File: src/rtl/vga_timing_gen_if.sv
// Pixel-coordinate / RGB link between the VGA timing generator and the renderer.
// The timing generator drives coordinates and strobes; the renderer returns colour.
interface vga_timing_gen_if;
    logic [9:0] col;
    logic [8:0] row;
    logic       display_on;
    logic       line_start;
    logic       frame_start;
    logic [3:0] red_in;
    logic [3:0] green_in;
    logic [3:0] blue_in;

    modport master (
        output col, row, display_on, line_start, frame_start,
        input  red_in, green_in, blue_in
    );

    modport slave (
        input  col, row, display_on, line_start, frame_start,
        output red_in, green_in, blue_in
    );
endinterface

File: src/rtl/vga_timing_gen.sv
// 640x480@60Hz VGA timing generator: drives pixel coordinates to a renderer and
// re-times the returned colour, syncs and blanking onto registered VGA pins.
module vga_timing_gen #(
    parameter int unsigned H_ACTIVE = 640,
    parameter int unsigned H_FP     = 16,
    parameter int unsigned H_SYNC   = 96,
    parameter int unsigned H_BP     = 48,
    parameter int unsigned V_ACTIVE = 480,
    parameter int unsigned V_FP     = 10,
    parameter int unsigned V_SYNC   = 2,
    parameter int unsigned V_BP     = 33,
    parameter bit          SYNC_POL = 1'b0,
    parameter int unsigned PIPE_DLY = 1
) (
    input  logic             vga_clk,
    input  logic             rst,
    vga_timing_gen_if.master pix,
    output logic             vga_hs,
    output logic             vga_vs,
    output logic [3:0]       vga_r,
    output logic [3:0]       vga_g,
    output logic [3:0]       vga_b
);

    localparam logic [9:0] HLast   = 10'(H_ACTIVE + H_FP + H_SYNC + H_BP - 1);
    localparam logic [9:0] VLast   = 10'(V_ACTIVE + V_FP + V_SYNC + V_BP - 1);
    localparam logic [9:0] HActive = 10'(H_ACTIVE);
    localparam logic [9:0] VActive = 10'(V_ACTIVE);
    localparam logic [9:0] HsStart = 10'(H_ACTIVE + H_FP);
    localparam logic [9:0] HsEnd   = 10'(H_ACTIVE + H_FP + H_SYNC);
    localparam logic [9:0] VsStart = 10'(V_ACTIVE + V_FP);
    localparam logic [9:0] VsEnd   = 10'(V_ACTIVE + V_FP + V_SYNC);

    logic [9:0] h_cnt_q, h_cnt_d;
    logic [9:0] v_cnt_q, v_cnt_d;

    logic h_act, v_act, de_raw, hs_raw, vs_raw;

    // Bit i holds the raw signal delayed by i+1 cycles.
    logic [PIPE_DLY-1:0] de_sr_q, de_sr_d;
    logic [PIPE_DLY-1:0] hs_sr_q, hs_sr_d;
    logic [PIPE_DLY-1:0] vs_sr_q, vs_sr_d;

    logic       vga_hs_q, vga_hs_d;
    logic       vga_vs_q, vga_vs_d;
    logic [3:0] vga_r_q, vga_r_d;
    logic [3:0] vga_g_q, vga_g_d;
    logic [3:0] vga_b_q, vga_b_d;

    always_comb begin
        h_cnt_d = h_cnt_q + 10'd1;
        v_cnt_d = v_cnt_q;
        if (h_cnt_q == HLast) begin
            h_cnt_d = '0;
            v_cnt_d = (v_cnt_q == VLast) ? '0 : v_cnt_q + 10'd1;
        end
    end

    // Renderer-facing strobes decode the live counters and are masked during reset.
    always_comb begin
        h_act  = h_cnt_q < HActive;
        v_act  = v_cnt_q < VActive;
        de_raw = h_act && v_act;
        hs_raw = (h_cnt_q >= HsStart) && (h_cnt_q < HsEnd);
        vs_raw = (v_cnt_q >= VsStart) && (v_cnt_q < VsEnd);

        pix.display_on  = !rst && de_raw;
        pix.col         = (!rst && de_raw) ? h_cnt_q : '0;
        pix.row         = (!rst && de_raw) ? v_cnt_q[8:0] : '0;
        pix.line_start  = !rst && v_act && (h_cnt_q == '0);
        pix.frame_start = !rst && (h_cnt_q == '0) && (v_cnt_q == '0);
    end

    always_comb begin
        de_sr_d    = de_sr_q;
        hs_sr_d    = hs_sr_q;
        vs_sr_d    = vs_sr_q;
        de_sr_d[0] = de_raw;
        hs_sr_d[0] = hs_raw;
        vs_sr_d[0] = vs_raw;
        for (int i = 1; i < int'(PIPE_DLY); i++) begin
            de_sr_d[i] = de_sr_q[i-1];
            hs_sr_d[i] = hs_sr_q[i-1];
            vs_sr_d[i] = vs_sr_q[i-1];
        end
    end

    // Colour arriving with the delayed blank flag lines up with the delayed syncs.
    always_comb begin
        vga_hs_d = hs_sr_q[PIPE_DLY-1] ? SYNC_POL : ~SYNC_POL;
        vga_vs_d = vs_sr_q[PIPE_DLY-1] ? SYNC_POL : ~SYNC_POL;
        vga_r_d  = de_sr_q[PIPE_DLY-1] ? pix.red_in   : 4'h0;
        vga_g_d  = de_sr_q[PIPE_DLY-1] ? pix.green_in : 4'h0;
        vga_b_d  = de_sr_q[PIPE_DLY-1] ? pix.blue_in  : 4'h0;
    end

    always_ff @(posedge vga_clk) begin
        if (rst) begin
            h_cnt_q  <= '0;
            v_cnt_q  <= '0;
            de_sr_q  <= '0;
            hs_sr_q  <= '0;
            vs_sr_q  <= '0;
            vga_hs_q <= ~SYNC_POL;
            vga_vs_q <= ~SYNC_POL;
            vga_r_q  <= 4'h0;
            vga_g_q  <= 4'h0;
            vga_b_q  <= 4'h0;
        end else begin
            h_cnt_q  <= h_cnt_d;
            v_cnt_q  <= v_cnt_d;
            de_sr_q  <= de_sr_d;
            hs_sr_q  <= hs_sr_d;
            vs_sr_q  <= vs_sr_d;
            vga_hs_q <= vga_hs_d;
            vga_vs_q <= vga_vs_d;
            vga_r_q  <= vga_r_d;
            vga_g_q  <= vga_g_d;
            vga_b_q  <= vga_b_d;
        end
    end

    assign vga_hs = vga_hs_q;
    assign vga_vs = vga_vs_q;
    assign vga_r  = vga_r_q;
    assign vga_g  = vga_g_q;
    assign vga_b  = vga_b_q;

endmodule

File: src/flat_wrapper.sv
// flat-port wrapper written by rule: the top's interface ports become plain ports
module vga_timing_gen_flat 
#(
    parameter int unsigned H_ACTIVE = 640,
    parameter int unsigned H_FP     = 16,
    parameter int unsigned H_SYNC   = 96,
    parameter int unsigned H_BP     = 48,
    parameter int unsigned V_ACTIVE = 480,
    parameter int unsigned V_FP     = 10,
    parameter int unsigned V_SYNC   = 2,
    parameter int unsigned V_BP     = 33,
    parameter bit          SYNC_POL = 1'b0,
    parameter int unsigned PIPE_DLY = 1
)
  (vga_clk, rst, vga_hs, vga_vs, vga_r, vga_g, vga_b, pix_col, pix_row, pix_display_on, pix_line_start, pix_frame_start, pix_red_in, pix_green_in, pix_blue_in);
  vga_timing_gen_if pix_i ();
  input  logic vga_clk;
  input  logic rst;
  output logic vga_hs;
  output logic vga_vs;
  output logic [3:0] vga_r;
  output logic [3:0] vga_g;
  output logic [3:0] vga_b;
  output wire logic [$bits(pix_i.col)-1:0] pix_col;
  output wire logic [$bits(pix_i.row)-1:0] pix_row;
  output wire logic [$bits(pix_i.display_on)-1:0] pix_display_on;
  output wire logic [$bits(pix_i.line_start)-1:0] pix_line_start;
  output wire logic [$bits(pix_i.frame_start)-1:0] pix_frame_start;
  input wire logic [$bits(pix_i.red_in)-1:0] pix_red_in;
  input wire logic [$bits(pix_i.green_in)-1:0] pix_green_in;
  input wire logic [$bits(pix_i.blue_in)-1:0] pix_blue_in;
  assign pix_col = pix_i.col;
  assign pix_row = pix_i.row;
  assign pix_display_on = pix_i.display_on;
  assign pix_line_start = pix_i.line_start;
  assign pix_frame_start = pix_i.frame_start;
  assign pix_i.red_in = pix_red_in;
  assign pix_i.green_in = pix_green_in;
  assign pix_i.blue_in = pix_blue_in;
  vga_timing_gen #(.H_ACTIVE(H_ACTIVE), .H_FP(H_FP), .H_SYNC(H_SYNC), .H_BP(H_BP), .V_ACTIVE(V_ACTIVE), .V_FP(V_FP), .V_SYNC(V_SYNC), .V_BP(V_BP), .SYNC_POL(SYNC_POL), .PIPE_DLY(PIPE_DLY)) u_core (.vga_clk(vga_clk), .rst(rst), .pix(pix_i), .vga_hs(vga_hs), .vga_vs(vga_vs), .vga_r(vga_r), .vga_g(vga_g), .vga_b(vga_b));
endmodule
File: config.mk
export PLATFORM = sky130hd
export DESIGN_NAME = vga_timing_gen_flat
export DESIGN_NICKNAME = d
export VERILOG_FILES = /design/src/rtl/vga_timing_gen_if.sv /design/src/rtl/vga_timing_gen.sv /design/src/flat_wrapper.sv
export SDC_FILE = /design/constraint.sdc
export NUM_CORES = 1
export LEC_CHECK = 0
export CORE_MARGIN = 2
export CORE_UTILIZATION = 50
export CTS_CLUSTER_SIZE = 28
export DETAILED_ROUTE_END_ITERATION = 8
export PLACE_DENSITY = 0.81
export SETUP_SLACK_MARGIN = 0.2
export SLEW_MARGIN = 20
export SYNTH_ARGS = -nofsm -noshare
export SYNTH_HDL_FRONTEND = slang
export SYNTH_SLANG_ARGS = --single-unit
File: constraint.sdc
create_clock -name vga_clk -period 4.6 [get_ports vga_clk]
set_input_delay 0.92 -clock vga_clk [delete_from_list [all_inputs] [get_ports vga_clk]]
set_output_delay 0.92 -clock vga_clk [all_outputs]
set_load 0.005 [all_outputs]
# Word level (Yosys, flattened, before mapping)
# Cells that the tools add are included.
# op_classes
eq_ne	2
addsub	2
mux	5
reduce_logical	13
n_bitwise	1
magnitude_cmp	6
# op_table
op	count
10-bit by 1-bit adder with 10-bit output (second input constant)	2
10-bit equality test (second input constant)	2
10-bit zero test	2
10-bit less-than comparator (second input constant)	2
10-bit by 9-bit less-than comparator with 1-bit output (second input constant)	2
10-bit two-way mux	2
10-bit greater-or-equal comparator (second input constant)	1
10-bit by 9-bit greater-or-equal comparator with 1-bit output (second input constant)	1
9-bit two-way mux	1
1-bit logical AND	8
2-bit OR reduction	2
1-bit two-way mux	2
1-bit zero test	1
1-bit NOT	1
# totals
inputBits	14
wordCells	39
ff_bits	37
output_inout_bits	36

# Logic depth before layout (Yosys ltp)
# Gate-level depths: netlist (run 1).
# logic_depth
word_depth	4
depth_mapped	6
ltp_nobuf	5

# Least setup slack after synthesis (run 1)
# Ideal clock, no wire load.
# synth_path
path_type	input to output
from	input rst
to	output pix_col[3]
n_path_buf	1
required_time_ps	3680
stages	5
arrival_time_ps	1622
setup_slack_ps	2058
path_cell_list	nor2_1 nand2_1 a21oi_1 clkbuf_1 and2_2
# synth_between
elab_chain_cells	3
# synth_rtl
element	line	rtl
start, declared	flat_wrapper.sv:18	input logic rst;
1-bit zero test	-	
1-bit logical AND	-	
via pix_display_on	flat_wrapper.sv:26	output wire logic [$bits(pix_i.display_on)-1:0] pix_display_on;
10-bit two-way mux	vga_timing_gen.sv:68	pix.col = (!rst && de_raw) ? h_cnt_q : '0;
end, declared	flat_wrapper.sv:24	output wire logic [$bits(pix_i.col)-1:0] pix_col;
# The timed path passes the listed nets, and every way through them passes these cells.

# Worst setup path in the final report (run 1)
# layout_path
from	input rst
to	output pix_col[9]
# layout_between
elab_chain_cells	3
# layout_rtl
element	line
1-bit zero test	vga_timing_gen.sv:68
1-bit logical AND	vga_timing_gen.sv:68
10-bit two-way mux	vga_timing_gen.sv:68
# No other way between the ends.

==> flow_summary.json, run 1 <==
{
  "synth.yosys.warnings": 0,
  "synth-async-reset-ratio": 0,
  "tightest_slew_ps": 612,
  "yosysSeqAreaShare": 0.435,
  "maxSlewHeadroom": 0.591,
  "hp-start": "u_core.vs_sr_q",
  "dp_hpwl_mm": 2.62,
  "synth_top_area_frac": 0.435,
  "syn_area_um2": 1700,
  "initial_core_util": 0.514,
  "netlist_instances": 185,
  "critPathMaxFanout": 11,
  "drive_above_1_share": 0.0851,
  "ys_types": 36,
  "dieArea_um2": 3890,
  "r2r_slack_ps": 2610,
  "crit_path_max_incr_delay_ps": 550,
  "n_antenna_cell": 0,
  "cts_resized": 0,
  "clock_path_buffers": 2,
  "first_iter_violations": 42,
  "ctsHoldBuffers": 0,
  "die_h_um": 62.4,
  "timing.rr.end": "u_core.v_cnt_q[7]",
  "crit_chain": "clkdlybuf4s50_1, nor2_1, nand2_1, a21oi_1, buf_4, and2_1, clkdlybuf4s50_1",
  "cts-buffers-inserted": 5,
  "synth_area_per_cell_um2": 9.20,
  "grt_pass1_vias": 1295,
  "finalCritPeriodShare": 0.792,
  "path_buf_inv": 3,
  "arrival_ps": 2720,
  "final.setup_skew_ps": 12.9,
  "grt_overflow_total": 0,
  "cts.sinks": 37,
  "r2r_cells": 5,
  "p_leak_nw": 0.877,
  "setup_viol": 0,
  "r2r_start": "u_core.h_cnt_q[0]",
  "grt_pass1_wl_mm": 6.09,
  "crit_family": "buffers and inverters",
  "critPathKind": "input port to primary output",
  "period_needed_ps": 3640,
  "rows": 21,
  "endpoint_kind": "primary output",
  "fmax_mhz": 275,
  "drc": 0,
  "clk_pin_slew_ps": 100,
  "worst-path-stages": 7,
  "viasPerCell": 5.00,
  "cp-startpoint": "rst",
  "p_total_uw": 545,
  "synth_edf_count": 0,
  "ys.flop_type": "dfxtp_1",
  "grt.total_usage": 0.201,
  "postCtsSetupBuffers": 0,
  "port_buffers": 49,
  "endpoint": "pix_col[9]",
  "synth_top_cell_by_area": "dfxtp_1",
  "slowest_stage": "clkdlybuf4s50_1",
  "grt_max_degree": 13,
  "slew_viol_final": 0,
  "status": "finished clean",
  "worstPathRequired_ps": 3680,
  "pin_count": 50,
  "cts-root-buf": "clkbuf_4",
  "rsz0062_at_grt": "false",
  "die_x_um": 62.4,
  "min_path_type": "register to register",
  "max_cap_violations": 0,
  "synth_common_cells": "37 x dfxtp_1, 30 x and2_1, 22 x nor2_1",
  "critPathMostFrequentCell": "clkdlybuf4s50_1",
  "h-tree-depth": 2,
  "coreArea_um2": 3310,
  "power_density_nw_per_um2": 241,
  "yosysMostFrequentCell": "dfxtp_1",
  "cp-start-kind": "input port",
  "antenna_found_initial": 0,
  "wl_per_cell_um": 12.5,
  "syn_nets": 204,
  "gp_congestion": 0.787,
  "wl_mm": 3.53,
  "cts_tree": "built",
  "drt_pass1_iterations": 4,
  "num_vias": 1405,
  "synth_area_leaders": "dfxtp_1 43%, and2_1 11%, nor2_1 4.8%",
  "ir_drop_uv": 140,
  "clk_latency_ps": 350,
  "hold_viol": 0,
  "nNetsFinal": 253,
  "setup_tns_ps": 0,
  "ant_nets": 0,
  "ys_ff_latch": 37,
  "syn2layout_area_growth_pct": 32.9
}
==> sequential cells by signal (all words and copies together), names as in the netlist <==
register / flops
u_core.h_cnt_q: 10
u_core.v_cnt_q: 10
u_core.vga_b: 4
u_core.vga_g: 4
u_core.vga_r: 4
u_core.de_sr_q: 1
u_core.hs_sr_q: 1
u_core.vga_hs: 1
u_core.vga_vs: 1
u_core.vs_sr_q: 1
==> worst min path at each step <==
stage | end | slack (ps) | cells after the start
2_1_floorplan | u_core.vga_hs | 350 | 1
3_3_place_gp | u_core.vga_vs | 360 | 1
3_5_place_dp | u_core.vga_hs | 360 | 1
4_1_cts | u_core.vga_vs | 390 | 1
5_1_grt | u_core.vga_vs | 420 | 1
6_report | u_core.vga_vs | 390 | 1
==> power by group <==
group          switching (mW)  total (mW)  internal [mW]
sequential            0.00404       0.331          0.327
clock                   0.105       0.163         0.0582
combinational          0.0188      0.0501         0.0313
total                   0.128       0.545          0.417
==> through the flow <==
stage	cells	instance area (um2)	setup slack (ps)	util	hold WS, ps
after floorplan	185	1700	2060	-	352
after global placement	273	2210	982	0.668	356
after detailed placement	273	2210	946	0.668	364
after CTS	281	2260	938	0.684	391
after global routing	281	2260	819	0.684	423
final	281	2260	957	0.684	390
==> logic make-up (layout without fill, tap and decap cells) <==
family / Yosys count / in the layout / synth area share
adder cells (fa/ha/maj): 5 / 5 / 0.0367
buffers and inverters: 17 / 67 / 0.0492
XOR/XNOR: 14 / 14 / 0.0720
AND/OR/NAND/NOR: 99 / 99 / 0.346
flip-flops: 37 / 37 / 0.435
multiplexers: 2 / 2 / 0.0118
AO/OA/AOI/OAI: 11 / 11 / 0.0492
==> worst register-to-register path, cell delays in order (launching register included) <==
cell	delay, ps
dfxtp_1	410
ha_1	290
nand4_4	150
or4_4	580
or3_1	380
a21oi_2	130
==> routing by layer <==
layer	GRT usage	vias up	part of all wire
li1	-	712	-
met1	0.240	653	0.43
met2	0.338	32	0.50
met3	0.0435	8	0.051
met4	0.106	0	0.020
met5	0	-	0
==> layout by cell type (no fill, tap or decap), drive strengths merged <==
cell type and n:
o21ai 4, o41ai 1, nand3b 2, xor2 6, nand2 7, clkinv 2
clkbuf 6, o211ai 1, nand4b 2, nor2 22, or3 3, nand4bb 2
clkdlybuf4s50 49, a21oi 5, nor2b 1, mux2i 2, ha 5, and2 31
or2 2, nor4 5, inv 8, xnor2 8, nand3 8, nor3 6
dfxtp 37, or4 2, and4 1, buf 2, nand2b 1, nand4 4
==> area by class of cell <==
class                      count  area [um2]
fill                         286        1050
multi-input combinational    131         878
sequential                    37         741
timing repair buffer          51         505
tap                           46        57.6
clock buffer                   6        41.3
inverter                       8        30.0
clock inverter                 2        10.0
Note: power is estimated with default switching activity, not from simulation.
==> run 2, diff against run 1 <==
CORE_UTILIZATION = 47   (was 50)
PLACE_DENSITY = 0.77   (was 0.81)
clock period = 3.8 ns   (was 4.6 ns; I/O delays follow)
==> run 2 against run 1 <==
  * Non-clock buffer count is the same
  * Worst setup slack worse by 470 ps
  * Cell area unchanged
  * Final cell count unchanged
  * Wire length about the same
  * Sequential share of layout area did not move
  * Combinational power rose by 21%
  * Largest cell class unchanged
  * Largest power group unchanged
==> flow_summary.json, run 2 (synthesis results as in run 1) <==
{
  "grt_pass1_vias": 1369,
  "power_density_nw_per_um2": 292,
  "finalCritPeriodShare": 0.872,
  "setup_tns_ps": 0,
  "clock_path_buffers": 2,
  "syn2layout_area_growth_pct": 32.9,
  "slew_viol_final": 0,
  "holdWs_ps": 391,
  "port_buffers": 49,
  "gp_congestion": 0.792,
  "ctsHoldBuffers": 0,
  "status": "finished clean",
  "critPathMostFrequentCell": "clkdlybuf4s50_1",
  "reg.largest.list": "u_core.h_cnt_q x10, u_core.v_cnt_q x10",
  "arrival_ps": 2550,
  "n_antenna_cell": 0,
  "die_x_um": 64.2,
  "fmax_mhz": 302,
  "critPathKind": "input port to primary output",
  "p_total_uw": 662,
  "die_h_um": 64.2,
  "worstPathRequired_ps": 3040,
  "clk_pin_slew_ps": 100,
  "endpoint_kind": "primary output",
  "wl_mm": 3.53,
  "cts.sinks": 37,
  "dieArea_um2": 4120,
  "h-tree-depth": 2,
  "rows": 21,
  "postCtsSetupBuffers": 0,
  "grt_pass1_wl_mm": 6.11,
  "period_needed_ps": 3310,
  "cts-root-buf": "clkbuf_4",
  "drive_above_1_share": 0.0851,
  "wl_met2_mm": 1.72,
  "first_iter_violations": 43,
  "antenna_found_initial": 0,
  "grt_overflow_total": 0,
  "ir_drop_uv": 186,
  "slowest_stage": "clkdlybuf4s50_1",
  "min_path_type": "register to register",
  "clk_latency_ps": 350,
  "cts_resized": 0,
  "cts_tree": "built",
  "max_cap_violations": 0,
  "crit_chain": "clkdlybuf4s50_1, nor2_1, nand2_1, a21oi_1, buf_4, and2_1, clkdlybuf4s50_1",
  "crit_path_max_incr_delay_ps": 550,
  "ant_nets": 0,
  "cts-buffers-inserted": 5,
  "tightest_slew_ps": 610,
  "dp_hpwl_mm": 2.56,
  "initial_core_util": 0.499,
  "place_inst": 273,
  "met1_length_mm": 1.53,
  "grt.total_usage": 0.190,
  "layout_common_cells": "49 x clkdlybuf4s50_1, 37 x dfxtp_1, 30 x and2_1",
  "final.setup_skew_ps": 9.06,
  "path_buf_inv": 3,
  "viasPerCell": 4.99,
  "nNetsFinal": 253,
  "dr_wl_met3_um": 194,
  "crit_family": "buffers and inverters",
  "dr.max_layer_used": "met4",
  "grt_max_degree": 13,
  "setup_viol": 0,
  "maxSlewHeadroom": 0.592,
  "wl_per_cell_um": 12.5,
  "p_leak_nw": 0.877,
  "fin_util": 0.663,
  "critPathMaxFanout": 10,
  "drc": 0,
  "pin_count": 50,
  "rsz0062_at_grt": "false",
  "layout_commonest_cell": "clkdlybuf4s50_1",
  "drt_pass1_iterations": 4,
  "coreArea_um2": 3420,
  "cp-start-kind": "input port",
  "final-instance-count-excl-fill": 281,
  "num_vias": 1402,
  "hold_viol": 0
}
run 2: metrics by stage:
stage	area, um2	setup WS [ps]
6_report	2260	488
3_5_place_dp	2210	493
4_1_cts	2260	479
5_1_grt	2260	341
3_3_place_gp	2210	518
2_1_floorplan	1700	1580
run 2: report_power, final:
group	internal [mW]	switching [mW]	leakage (nW)
Sequential	0.396	0.00481	0.301
Combinational	0.0379	0.0225	0.544
Clock	0.0705	0.130	0.0320
run 2: final cells by class:
type,instances,area (um2)
Fill cell,293,1150
Sequential cell,37,741
Clock buffer,6,41.3
Timing Repair Buffer,51,505
Multi-Input combinational cell,131,878
Clock inverter,2,10.0
Inverter,8,30.0
Tap cell,46,57.6
run 2: final timing paths:
path                          start                end  slack [ps]  cells after the start
setup / recovery                rst         pix_col[8]         490                      7
hold / removal       u_core.hs_sr_q      u_core.vga_hs         390                      1
setup reg to reg  u_core.h_cnt_q[0]  u_core.v_cnt_q[7]        1800                      5
hold reg to reg      u_core.hs_sr_q      u_core.vga_hs         390                      1
run 2: routing by layer:
metal  track usage  vias up
met5             0        -
met4         0.101        0
met3        0.0440        7
met2         0.318       36
met1         0.226      648
li1              -      711
